`config.mk`:
```
export PLATFORM = sky130hd
export DESIGN_NAME = alu_seq_core
export DESIGN_NICKNAME = d
export VERILOG_FILES = /design/src/rtl/alu_seq_core.sv
export SDC_FILE = /design/constraint.sdc
export NUM_CORES = 1
export LEC_CHECK = 0
export CORE_UTILIZATION = 66
export CTS_CLUSTER_SIZE = 24
export DETAILED_ROUTE_END_ITERATION = 10
export PLACE_DENSITY = 0.87
export SLEW_MARGIN = 5
export SYNTH_ARGS = -nofsm -noshare
export SYNTH_HDL_FRONTEND = slang
export SYNTH_SLANG_ARGS = --single-unit
```
`constraint.sdc`:
```
create_clock -name clk -period 5.7 [get_ports clk]
set_input_delay 0.57 -clock clk [delete_from_list [all_inputs] [get_ports clk]]
set_output_delay 0.57 -clock clk [all_outputs]
set_load 0.02 [all_outputs]
```
`src/rtl/alu_seq_core.sv`:
```
// Multi-cycle signed ALU responder: single-cycle logic/add ops, iterative shift-add MUL and
// restoring DIV/MOD on operand magnitudes, with a level-start / one-cycle ready handshake.
module alu_seq_core #(
    parameter int unsigned N = 8
) (
    input  logic           clk,
    input  logic           rst,
    input  logic           start,
    input  logic [3:0]     opcode,
    input  logic [N-1:0]   A,
    input  logic [N-1:0]   B,
    output logic           ready,
    output logic           busy,
    output logic [2*N-1:0] result,
    output logic           Z,
    output logic           C,
    output logic           V,
    output logic           S,
    output logic           E
);

    localparam int unsigned W  = 2 * N;
    localparam int unsigned CW = $clog2(N);
    localparam logic [CW-1:0] LastIt = CW'(N - 1);

    typedef enum logic [1:0] {StIdle, StMulIt, StDivIt, StFin} state_e;

    state_e         state_q;
    logic [3:0]     op_q;
    logic [N-1:0]   a_q;
    logic [N-1:0]   b_q;
    logic [W-1:0]   acc_q;   // MUL partial product, DIV/MOD partial remainder
    logic [W-1:0]   wa_q;    // MUL shifted multiplicand, DIV dividend/quotient in low N bits
    logic [N-1:0]   wb_q;    // MUL multiplier, DIV divisor
    logic [CW-1:0]  cnt_q;

    function automatic logic [N-1:0] mag(input logic [N-1:0] x);
        return x[N-1] ? (~x + 1'b1) : x;
    endfunction

    // One iteration of each sequential algorithm
    logic [W-1:0] mul_acc;
    logic [W-1:0] rem_sh;
    logic [W-1:0] rem_nxt;
    logic         rem_ge;

    always_comb begin
        mul_acc = wb_q[0] ? acc_q + wa_q : acc_q;
        rem_sh  = {acc_q[W-2:0], wa_q[N-1]};
        rem_ge  = rem_sh >= {{N{1'b0}}, wb_q};
        rem_nxt = rem_ge ? rem_sh - {{N{1'b0}}, wb_q} : rem_sh;
    end

    // Final result and flags from the latched request and iteration state
    logic [W-1:0] a_ext;
    logic [W-1:0] b_ext;
    logic [W-1:0] quo_ext;
    logic [W-1:0] fin_res;
    logic [N-1:0] nres;
    logic         neg_ab;
    logic         is_arith;
    logic         fin_c;
    logic         fin_v;
    logic         fin_e;

    always_comb begin
        a_ext    = {{N{a_q[N-1]}}, a_q};
        b_ext    = {{N{b_q[N-1]}}, b_q};
        quo_ext  = {{N{1'b0}}, wa_q[N-1:0]};
        neg_ab   = a_q[N-1] ^ b_q[N-1];
        nres     = '0;
        fin_res  = '0;
        fin_c    = 1'b0;
        fin_e    = 1'b0;
        is_arith = 1'b0;
        case (op_q)
            4'h0: begin
                fin_res  = a_ext + b_ext;
                fin_c    = a_q > ~b_q;  // unsigned A+B overflows iff A > (2^N-1)-B
                is_arith = 1'b1;
            end
            4'h1: begin
                fin_res  = a_ext - b_ext;
                fin_c    = a_q < b_q;
                is_arith = 1'b1;
            end
            4'h2: begin
                fin_res  = neg_ab ? -acc_q : acc_q;
                is_arith = 1'b1;
            end
            4'h3: begin
                if (b_q == '0) begin
                    fin_e = 1'b1;
                end else begin
                    fin_res  = neg_ab ? -quo_ext : quo_ext;
                    is_arith = 1'b1;
                end
            end
            4'h4: begin
                if (b_q == '0) fin_e = 1'b1;
                else           fin_res = a_q[N-1] ? -acc_q : acc_q;
            end
            4'h5:    nres = a_q & b_q;
            4'h6:    nres = a_q | b_q;
            4'h7:    nres = a_q ^ b_q;
            4'h8:    nres = ~a_q;
            4'h9:    nres = a_q << b_q[2:0];
            4'hA:    nres = $signed(a_q) >>> b_q[2:0];
            default: fin_e = 1'b1;
        endcase
        if (op_q >= 4'h5 && op_q <= 4'hA) fin_res = {{N{nres[N-1]}}, nres};
        fin_v = is_arith && !((&fin_res[W-1:N-1]) || !(|fin_res[W-1:N-1]));
    end

    always_ff @(posedge clk) begin
        if (rst) begin
            state_q <= StIdle;
            ready   <= 1'b0;
            busy    <= 1'b0;
            result  <= '0;
            Z       <= 1'b1;
            C       <= 1'b0;
            V       <= 1'b0;
            S       <= 1'b0;
            E       <= 1'b0;
            op_q    <= '0;
            a_q     <= '0;
            b_q     <= '0;
            acc_q   <= '0;
            wa_q    <= '0;
            wb_q    <= '0;
            cnt_q   <= '0;
        end else begin
            ready <= 1'b0;
            case (state_q)
                StIdle: begin
                    busy <= start;
                    if (start) begin
                        op_q  <= opcode;
                        a_q   <= A;
                        b_q   <= B;
                        cnt_q <= '0;
                        acc_q <= '0;
                        wa_q  <= {{N{1'b0}}, mag(A)};
                        wb_q  <= mag(B);
                        if (opcode == 4'h2) begin
                            state_q <= StMulIt;
                        end else if ((opcode == 4'h3 || opcode == 4'h4) && B != '0) begin
                            state_q <= StDivIt;
                        end else begin
                            state_q <= StFin;
                        end
                    end
                end
                StMulIt: begin
                    acc_q <= mul_acc;
                    wa_q  <= wa_q << 1;
                    wb_q  <= wb_q >> 1;
                    cnt_q <= cnt_q + 1'b1;
                    if (cnt_q == LastIt) state_q <= StFin;
                end
                StDivIt: begin
                    acc_q <= rem_nxt;
                    wa_q  <= {{N{1'b0}}, wa_q[N-2:0], rem_ge};
                    cnt_q <= cnt_q + 1'b1;
                    if (cnt_q == LastIt) state_q <= StFin;
                end
                StFin: begin
                    ready   <= 1'b1;
                    result  <= fin_res;
                    Z       <= (fin_res == '0);
                    C       <= fin_c;
                    V       <= fin_v;
                    S       <= fin_res[W-1];
                    E       <= fin_e;
                    state_q <= StIdle;
                end
                default: state_q <= StIdle;
            endcase
        end
    end

endmodule
```
Word-level counts from Yosys, hierarchy flattened. Index checks and enable logic that the tools add are counted.

Add/sub/neg operators: 9. Magnitude comparators: 5. Eq/ne operators: 20. Shift operators: 2. Muxes and demuxes: 31. Bitwise logic cells: 8. Reduce and logical (&&, ||, !) cells: 27.

Operators with widths (count): 16-bit 2-to-1 mux (10); 16-bit case mux with 3 select lines (2); 16-bit case mux with 5 select lines (1); 8-bit case mux with 6 select lines (1); 8-bit NOT (4); 8-bit 2-to-1 mux (3); 4-bit by 3-bit == test with 1-bit output (second input constant) (5); 9-bit OR reduction (2); 16-bit adder (1); 8-bit by 1-bit adder with 8-bit output (second input constant) (2); 4-bit by 2-bit == test with 1-bit output (second input constant) (4); 16-bit by 8-bit greater-or-equal comparator with 1-bit output (1); 16-bit zero test (1); 16-bit negation (1); 8-bit negation with 16-bit output (1); 8-bit case mux with 2 select lines (1); 16-bit by 8-bit subtractor with 16-bit output (1); 4-bit == test (second input constant) (3); 2-bit AND reduction (5); 8-bit by 8-bit adder with 9-bit output (1); 9-bit AND reduction (1); 8-bit by 8-bit subtractor with 9-bit output (1); 8-bit bitwise AND (1); 8-bit greater-than comparator (1); 33 further kinds (48).

Register bits: 88. Output and inout port bits: 23.

Longest topological paths before layout. Gate-level depths: netlist of run 1.

Word-level depth: 10. Mapped depth: 13.

Least setup slack after synthesis of run 1. Ideal clock, no wire load.

Kind: register -> register. Start point: register a_q[5]. End point: register V. Setup time: 0.116 ns. Arrival: 2.932 ns. Required time: 5.584 ns. Path slack: 2.652 ns. Stages on the path, launching flop included: 14. Clock period less this slack: 3.048 ns. Path through: dfxtp_1 > clkbuf_1 > inv_1 > ha_1 > clkbuf_1 > nand4_1 > a21o_1 > a41oi_1 > nand3_1 > nor4b_1 > nand2b_1 > nor4_2 > nand3_1 > a41o_1.

Cells in the longest elaborated chain, start to end: 8. Elaborated cells between the ends (all ways): 13. Classes of those cells: add/sub: 2; shift: 2; mux: 3; reduce/logical: 6.

RTL lines: start: declaration (line 30) `logic [N-1:0] a_q;`; start signal: assignment (line 127) `a_q <= '0;`; start signal: assignment (line 140) `a_q <= A;`; 8-bit by 8-bit subtractor with 9-bit output, or another cell as far along (line 83) `fin_res = a_ext - b_ext;`; 16-bit case mux with 5 select lines / 8-bit case mux with 6 select lines (equally long branches) (line 76) `case (op_q)`; 16-bit 2-to-1 mux (*) (line 111) `if (op_q >= 4'h5 && op_q <= 4'hA) fin_res = {{N{nres[N-1]}}, nres};`; 9-bit OR reduction (line 112) `fin_v = is_arith && !((&fin_res[W-1:N-1]) || !(|fin_res[W-1:N-1]));`; 1-bit zero test (line 112); 1-bit logical OR (*) (line 112); 1-bit zero test (*) (line 112); 1-bit logical AND (*) (line 112); end signal: assignment (line 173) `V <= fin_v;`; end: declaration (line 17) `output logic V,`.

Mark *: on every way between the ends. The rest lies on a longest branch, timed or not. A chain may end at the register's enable or synchronous reset.

Worst setup path in the final report of run 1.
Start point: register a_q[7]. End point: register Z.

Cells in the longest elaborated chain, start to end: 6. Elaborated cells between the ends (all ways): 18. Classes of those cells: add/sub: 2; shift: 2; mux: 8; bitwise: 5; reduce/logical: 1.

RTL lines: branches (longest 4 deep; another with 8-bit by 8-bit subtractor with 9-bit output); 16-bit 2-to-1 mux (*) (line 111); 16-bit zero test (*) (line 171) `Z <= (fin_res == '0);`; end signal: assignment (line 171); end: declaration (line 15) `output logic Z,`.

Mark *: on every way between the ends.

==> summary.txt, run 1 <==
Worst setup path
  • CP max stage delay: 0.97 ns
  • CP bufs+invs: 1
  • Slowest-stage cell, CP: ha_1
  • Critical path's top delay family: simple AND/OR/NAND/NOR gates
  • Crit path launch: a_q[7]
  • Crit end category: register
  • FF-to-FF Start: a_q[7]
  • Worst Setup Start Kind: register
  • Capturing point of the worst reg2reg path: Z
  • Critical path class: reg2reg
  • WP depth: 11
  • Max FO, Critical Path: 31
  • Most frequent CP cell: nand3_1
  • Crit-path cells: inv_1, ha_1, nand4_1, a21o_1, a41oi_1, nand3_1, nor4b_1, nand2b_1, nor4_2, nand3_1, o31ai_2
  • Worst Setup EP: Z
  • WP data required: roughly 6.0 ns
  • R2r worst-path depth: 11
  • R2r setup slk: about 1.3 ns
  • Crit path DAT: 4.62 ns

Floorplan
  • Initial Utilization: 0.6823
  • Ports: between 40 and 50
  • Die area: roughly 12,000 um2
  • Die W: roughly 110 um
  • DIE HEIGHT: about 110 um
  • Core Region: around 12,000 um2
  • Row cnt: 39

Global routing
  • First-pass GRT wire length: roughly 36,000 um
  • Total GRT Usage: 0.3597
  • Grt total ovfl: 0
  • Antenna violations before repair: 0
  • Vias in the first global route: 7,261
  • Largest net degree at the start of global routing: 43

Power
  • Clock network power share: 0.156
  • Seq pwr share: 0.247
  • Total power: roughly 3.9 mW
  • Int Pwr: 2.013 mW
  • Sw Ratio: 0.4803
  • Leakage: 3.277 nW
  • Part of the power in combinational logic: 0.596
  • Pwr/cell area: roughly 450 nW/um2
  • Peak supply drop: 309.1 uV
  • Net Sw Power: 1.860 mW

Placed design
  • Placed wire-length estimate: 16,160 um
  • I/O Buffers: 45
  • Post-DP Area: 8268 um2
  • RePlAce Congestion: ~0.98

Routing
  • Via count: between 7k and 8k
  • Number of remaining DRC errors: 14
  • Post-route ant nets: 0
  • WL per Instance: between 15 and 20 um
  • Via/cell ratio: about 6.7
  • Aggregate routed wire length: about 22,000 um
  • DR pass1 iterations: 9
  • 1st-iter DRT viols: 926

Clocking
  • Root Buffer: clkbuf_16
  • Clk_lat worst skew: 0.36 ns
  • CTS clk-pin slew, worst paths: 0.06 ns
  • Post-CTS Repair Setup Buffers: 0
  • CTS sink count: 87
  • H-tree lvl count: 3
  • TritonCTS buffer count: 9
  • Quantity of hold-fixing buffers added after cts: 0
  • CTS tree: done
  • Post-CTS Resized: 0
  • Maximum buffer depth of the clock tree: 2

Synth
  • Post-synth cell types: 85
  • Async SR Flop Fraction: 0
  • Post-synthesis sequential area ratio: 0.2217
  • Mapped Cells: about 1.0k
  • Number of synthesized flops with an enable pin: 0
  • Syn_nets: around 1.1k
  • Mapped Area: between 7000 and 8000 um2
  • FF+latch count, synth: 87
  • Yosys warns: 0
  • Post-synth top flop: dfxtp_1
  • Post-Syn Area per Cell: 7.563 um2

STA
  • Clock Skew: around 0.011 ns
  • Min Tclk post-route: around 4.4 ns
  • Rel. slew slack: 0.2433
  • Tcrit/Tclk final: 0.7632
  • Worst Tran Pin Value: approximately 1.1 ns
  • TNS Setup: 0 ns
  • Setup violators final: 0
  • Fin. Hold Viols: 0
  • Max Fclk: between 0.2 and 0.25 GHz
  • Final Max Tran Viols: 0
  • RSZ-0062 raised after global routing: false

Layout
  • Layout cells sized above 1: 0.05962
  • Cell area after layout: about 8600 um2
  • Final antenna diode count: 0
  • Synth-to-layout area growth: 9.124%
  • Nets: 1,126

Status
  • Status: complete, but fails checks
  • Failing checks: design-rule violations

Job
  • Maxcap violations: 0

Hold path
  • WHS Path Cells: 2
  • Hold WC Path Type: reg2reg
==> cell type report <==
cell class	count	area, um2
Multi-Input combinational cell	837	5669
Fill cell	927	2942
Sequential cell	87	1742
Timing Repair Buffer	52	498.0
Clock buffer	10	239.0
Inverter	48	180.2
Tap cell	143	178.9
Clock inverter	6	67.56
==> logic make-up after synthesis <==
group	Yosys count	synth area share
AND/OR/NAND/NOR	382	0.2371
adder cells (fa/ha/maj)	68	0.1121
multiplexers	40	0.06338
buffers and inverters	115	0.05764
flip-flops	87	0.2217
XOR/XNOR	39	0.04347
AO/OA/AOI/OAI	308	0.2647
==> worst min-delay path, stage by stage, from the launching register on <==
cell     delay, ns
dfxtp_1       0.31
nand2_1       0.05
a21oi_1       0.05
==> state kept, by name, indices dropped and copies added, names as in the netlist, 3 cells and up <==
register,cells
acc_q,16
wa_q,16
result,16
a_q,8
op_q,4
cnt_q,3
b_q,8
wb_q,8
==> routing by layer <==
layer	wire length [um]	share of wire	GRT usage	up-vias
li1	-	-	-	3811
met1	9687	0.44	0.4793	3700
met2	9857	0.45	0.5748	403
met3	1847	0.084	0.06233	56
met4	550	0.025	0.1495	0
met5	0	0	0	-
==> through the flow <==
stage	worst slack (ns)	util	hold slack [ns]	cells
detailed placement	1.512	0.7179	0.4515	1167
global placement	1.773	0.7179	0.4433	1167
floorplan	2.652	-	0.4356	1039
CTS	1.474	0.7446	0.4603	1183
global route	0.9557	0.7446	0.4852	1183
finish	1.350	0.7446	0.4604	1183
==> cells in the mapped netlist, types with 7 or more instances <==
master,count,share of area
a211o_1,8,0.0089
a211oi_1,16,0.015
a21o_1,9,0.0086
a21oi_1,75,0.048
a221oi_1,10,0.011
a22oi_1,10,0.0096
buf_1,10,0.0048
clkbuf_1,52,0.025
dfxtp_1,87,0.22
ha_1,64,0.10
inv_1,48,0.023
mux2_2,8,0.011
mux2i_1,25,0.032
mux4_2,7,0.020
nand2_1,110,0.053
nand2b_1,26,0.021
nand3_1,23,0.015
nand4_1,8,0.0064
nor2_1,102,0.049
nor2b_1,11,0.0088
nor3_1,44,0.028
nor4_1,10,0.0080
o211ai_1,7,0.0067
o21ai_0,56,0.036
o21ai_1,13,0.0083
o221ai_1,8,0.0089
o22ai_1,10,0.0080
o31ai_1,13,0.012
o41ai_1,8,0.0089
xnor2_1,28,0.031
xor2_1,11,0.012
==> power groups by stage <==
| stage | Combinational (mW) | Clock, mW | Sequential [mW] |
|---|---|---|---|
| after floorplan | 1.79 | 0 | 0.885 |
| after global placement | 2.20 | 0 | 0.952 |
| after detailed placement | 2.25 | 0 | 0.959 |
| after CTS | 2.26 | 0.611 | 0.946 |
| after global routing | 2.53 | 0.634 | 0.975 |
| final | 2.31 | 0.605 | 0.958 |
==> worst min path at each step <==
stage | startpoint | to | slack (ns)
finish | cnt_q[2] | cnt_q[2] | 0.46
global route | cnt_q[1] | cnt_q[1] | 0.49
CTS | cnt_q[2] | cnt_q[2] | 0.46
detailed placement | cnt_q[2] | cnt_q[2] | 0.45
global placement | cnt_q[1] | cnt_q[1] | 0.44
floorplan | cnt_q[1] | cnt_q[1] | 0.44
==> cell usage in the layout, fill, tap and decap left out, drive strengths merged, types with 14 or more instances in the layout <==
cell type and count:
ha 64, nand3 23, nand2b 26, nor3 47, nor2 102, inv 49, clkdlybuf4s50 44, a21oi 76
dfxtp 87, a211oi 16, xnor2 28, nand2 110, o21ai 70, mux2i 25, o31ai 14
Power figures use the tool's default switching activity.
==> run 2: changes to the inputs <==
--- a/config.mk
+++ b/config.mk
@@ -5,10 +5,10 @@
 export SDC_FILE = /design/constraint.sdc
 export NUM_CORES = 1
 export LEC_CHECK = 0
-export CORE_UTILIZATION = 66
+export CORE_UTILIZATION = 56
 export CTS_CLUSTER_SIZE = 24
 export DETAILED_ROUTE_END_ITERATION = 10
-export PLACE_DENSITY = 0.87
+export PLACE_DENSITY = 0.79
 export SLEW_MARGIN = 5
 export SYNTH_ARGS = -nofsm -noshare
 export SYNTH_HDL_FRONTEND = slang
==> constraint.sdc (replaced) <==
create_clock -name clk -period 3.8 [get_ports clk]
set_input_delay 0.38 -clock clk [delete_from_list [all_inputs] [get_ports clk]]
set_output_delay 0.38 -clock clk [all_outputs]
set_load 0.02 [all_outputs]
==> summary.txt, run 2 (synthesized netlist as in run 1, its figures left out) <==
Floorplan
  • Core Region: 13,450 um2 (+17%)
  • Row cnt: 42 (+7.7%)
  • Ports: 46 (unchanged)
  • Die W: 120.5 um (+8.4%)
  • Initial Utilization: 0.5841 (-0.09823)
  • DIE HEIGHT: 120.5 um (+8.4%)
  • Die area: 14,510 um2 (+18%)

Global routing
  • First-pass GRT wire length: 37,490 um (+4.3%)
  • Largest net degree at the start of global routing: 44 (+2.3%)
  • Total GRT Usage: 0.3260 (-0.03370)
  • Grt total ovfl: 0 (unchanged)
  • Vias in the first global route: 7,344 (+1.1%)
  • Antenna violations before repair: 1 (+1)

Layout
  • Most frequent cells in the layout: nand2_1 (110), nor2_1 (102), dfxtp_1 (87)
  • Nets: 1,156 (+2.7%)
  • Synth-to-layout area growth: 12.42%
  • Final core utilization: 0.6566 (-0.08795)
  • Cell Count, Final, Fillers Out: 1,245 (+5.2%)
  • Layout cells sized above 1: 0.08419 (+0.02458)
  • Final antenna diode count: 0 (unchanged)
  • Most common cell after layout, fill and taps aside: nand2_1
  • Leading registers by flop count: acc_q x16, result x16, wa_q x16

Worst setup path
  • Critical path class: reg2reg
  • Crit end category: register
  • Max FO, Critical Path: 8 (-74%)
  • Slowest-stage cell, CP: nor4b_1
  • Worst Setup Start Kind: register
  • Crit-path cells: inv_1, ha_1, fa_1, nor3_1, o31ai_1, nand4_1, nand3_1, nor4b_1, nand2b_1, nor4_2, nand3_1, a41o_1
  • Crit path DAT: 3.63 ns (-0.99 ns)
  • WP data required: 4.04 ns (-1.93 ns)
  • Most frequent CP cell: nand3_1
  • CP max stage delay: 0.61 ns (-0.36 ns)

Routing
  • Via count: 8,040 (+0.88%)
  • Via/cell ratio: 6.458 (-4.1%)
  • 1st-iter DRT viols: 981 (+5.9%)
  • Post-route ant nets: 0 (unchanged)
  • DR pass1 iterations: 7 (-2)
  • WL per Instance: 18.25 um (-1.6%)
  • Aggregate routed wire length: 22,720 um (+3.5%)
  • Number of remaining DRC errors: 0 (-14)

Clocking
  • CTS tree: done
  • TritonCTS buffer count: 9 (unchanged)
  • Maximum buffer depth of the clock tree: 2 (unchanged)
  • H-tree lvl count: 3 (unchanged)
  • Clk_lat worst skew: 0.35 ns (about the same)
  • CTS sink count: 87 (unchanged)
  • Quantity of hold-fixing buffers added after cts: 0 (unchanged)
  • CTS clk-pin slew, worst paths: 0.06 ns (about the same)
  • Post-CTS Resized: 0 (unchanged)
  • Root Buffer: clkbuf_16
  • Post-CTS Repair Setup Buffers: 0 (unchanged)

Status
  • Status: finished clean

STA
  • Setup violators final: 0 (unchanged)
  • RSZ-0062 raised after global routing: false
  • Clock Skew: 0.01027 ns (-0.001174 ns)
  • TNS Setup: 0 ns (unchanged)
  • Rel. slew slack: 0.3937 (+0.1504)
  • Final Max Tran Viols: 0 (unchanged)
  • Max Fclk: 0.2955 GHz (+29%)
  • Fin. Hold Viols: 0 (unchanged)
  • Worst Tran Pin Value: 0.9034 ns (-0.2294 ns)
  • Tcrit/Tclk final: 0.8906 (+0.1274)
  • Min Tclk post-route: 3.384 ns (-0.9659 ns)

Power
  • Pwr/cell area: 671.3 nW/um2 (+49%)
  • Peak supply drop: 473.7 uV (+53%)
  • Leakage: 3.431 nW (+4.7%)
  • Total power: 5.930 mW (+53%)

Placed design
  • RePlAce Congestion: 1.047 (+6.7%)
  • Placed instance count: 1,230 (+5.4%)
  • Placed wire-length estimate: 17,450 um (+8.0%)
  • I/O Buffers: 45 (unchanged)

Job
  • Maxcap violations: 0 (unchanged)

Hold path
  • Hold WC Path Type: reg2reg
run 2: routing by layer:
metal / vias up / global-route usage / wire length [um] / share of wire
met1: 3752 / 0.4552 / 10280 / 0.45
met3: 54 / 0.07500 / 1998 / 0.088
met4: 2 / 0.1181 / 605 / 0.027
met2: 356 / 0.4878 / 9820 / 0.43
li1: 3876 / - / - / -
met5: - / 0 / 9 / 0.00040
run 2: metrics by stage:
| stage | instance area, um2 | setup WS (ns) | hold WS (ns) |
|---|---|---|---|
| after global placement | 8534 | 0.5790 | 0.4454 |
| final | 8833 | 0.4159 | 0.4632 |
| after detailed placement | 8534 | 0.4849 | 0.4503 |
| after floorplan | 7858 | 0.7518 | 0.4356 |
| after CTS | 8833 | 0.4784 | 0.4584 |
| after global routing | 8833 | 0.1635 | 0.4917 |
run 2: worst paths after layout:
path	from	endpoint	slack (ns)	cells after the start
hold reg to reg	cnt_q[2]	cnt_q[2]	0.46	2
setup reg to reg	a_q[0]	V	0.42	12
setup / recovery	a_q[0]	V	0.42	12
hold / removal	cnt_q[2]	cnt_q[2]	0.46	2
run 2: report_power, final:
part / internal (mW) / switching [mW] / total [mW]
registers: 1.10 / 0.233 / 1.33
clock network: 0.541 / 0.363 / 0.904
logic: 1.50 / 2.20 / 3.70
run 2: final cells by class:
cell class / count / area, um2
timing repair buffer: 82 / 723.2
tap: 176 / 220.2
clock inverter: 3 / 42.54
sequential: 87 / 1742
fill: 1225 / 4619
inverter: 48 / 180.2
multi-input combinational: 837 / 5669
clock buffer: 12 / 256.5
run 2: worst max-delay path, delay by kind of cell (launching register included):
kind            cells  cell delay, ns
simple gates        7            1.71
fa+ha+maj           2            0.70
flops               1            0.45
compound gates      2            0.32
buf+inv             1            0.12
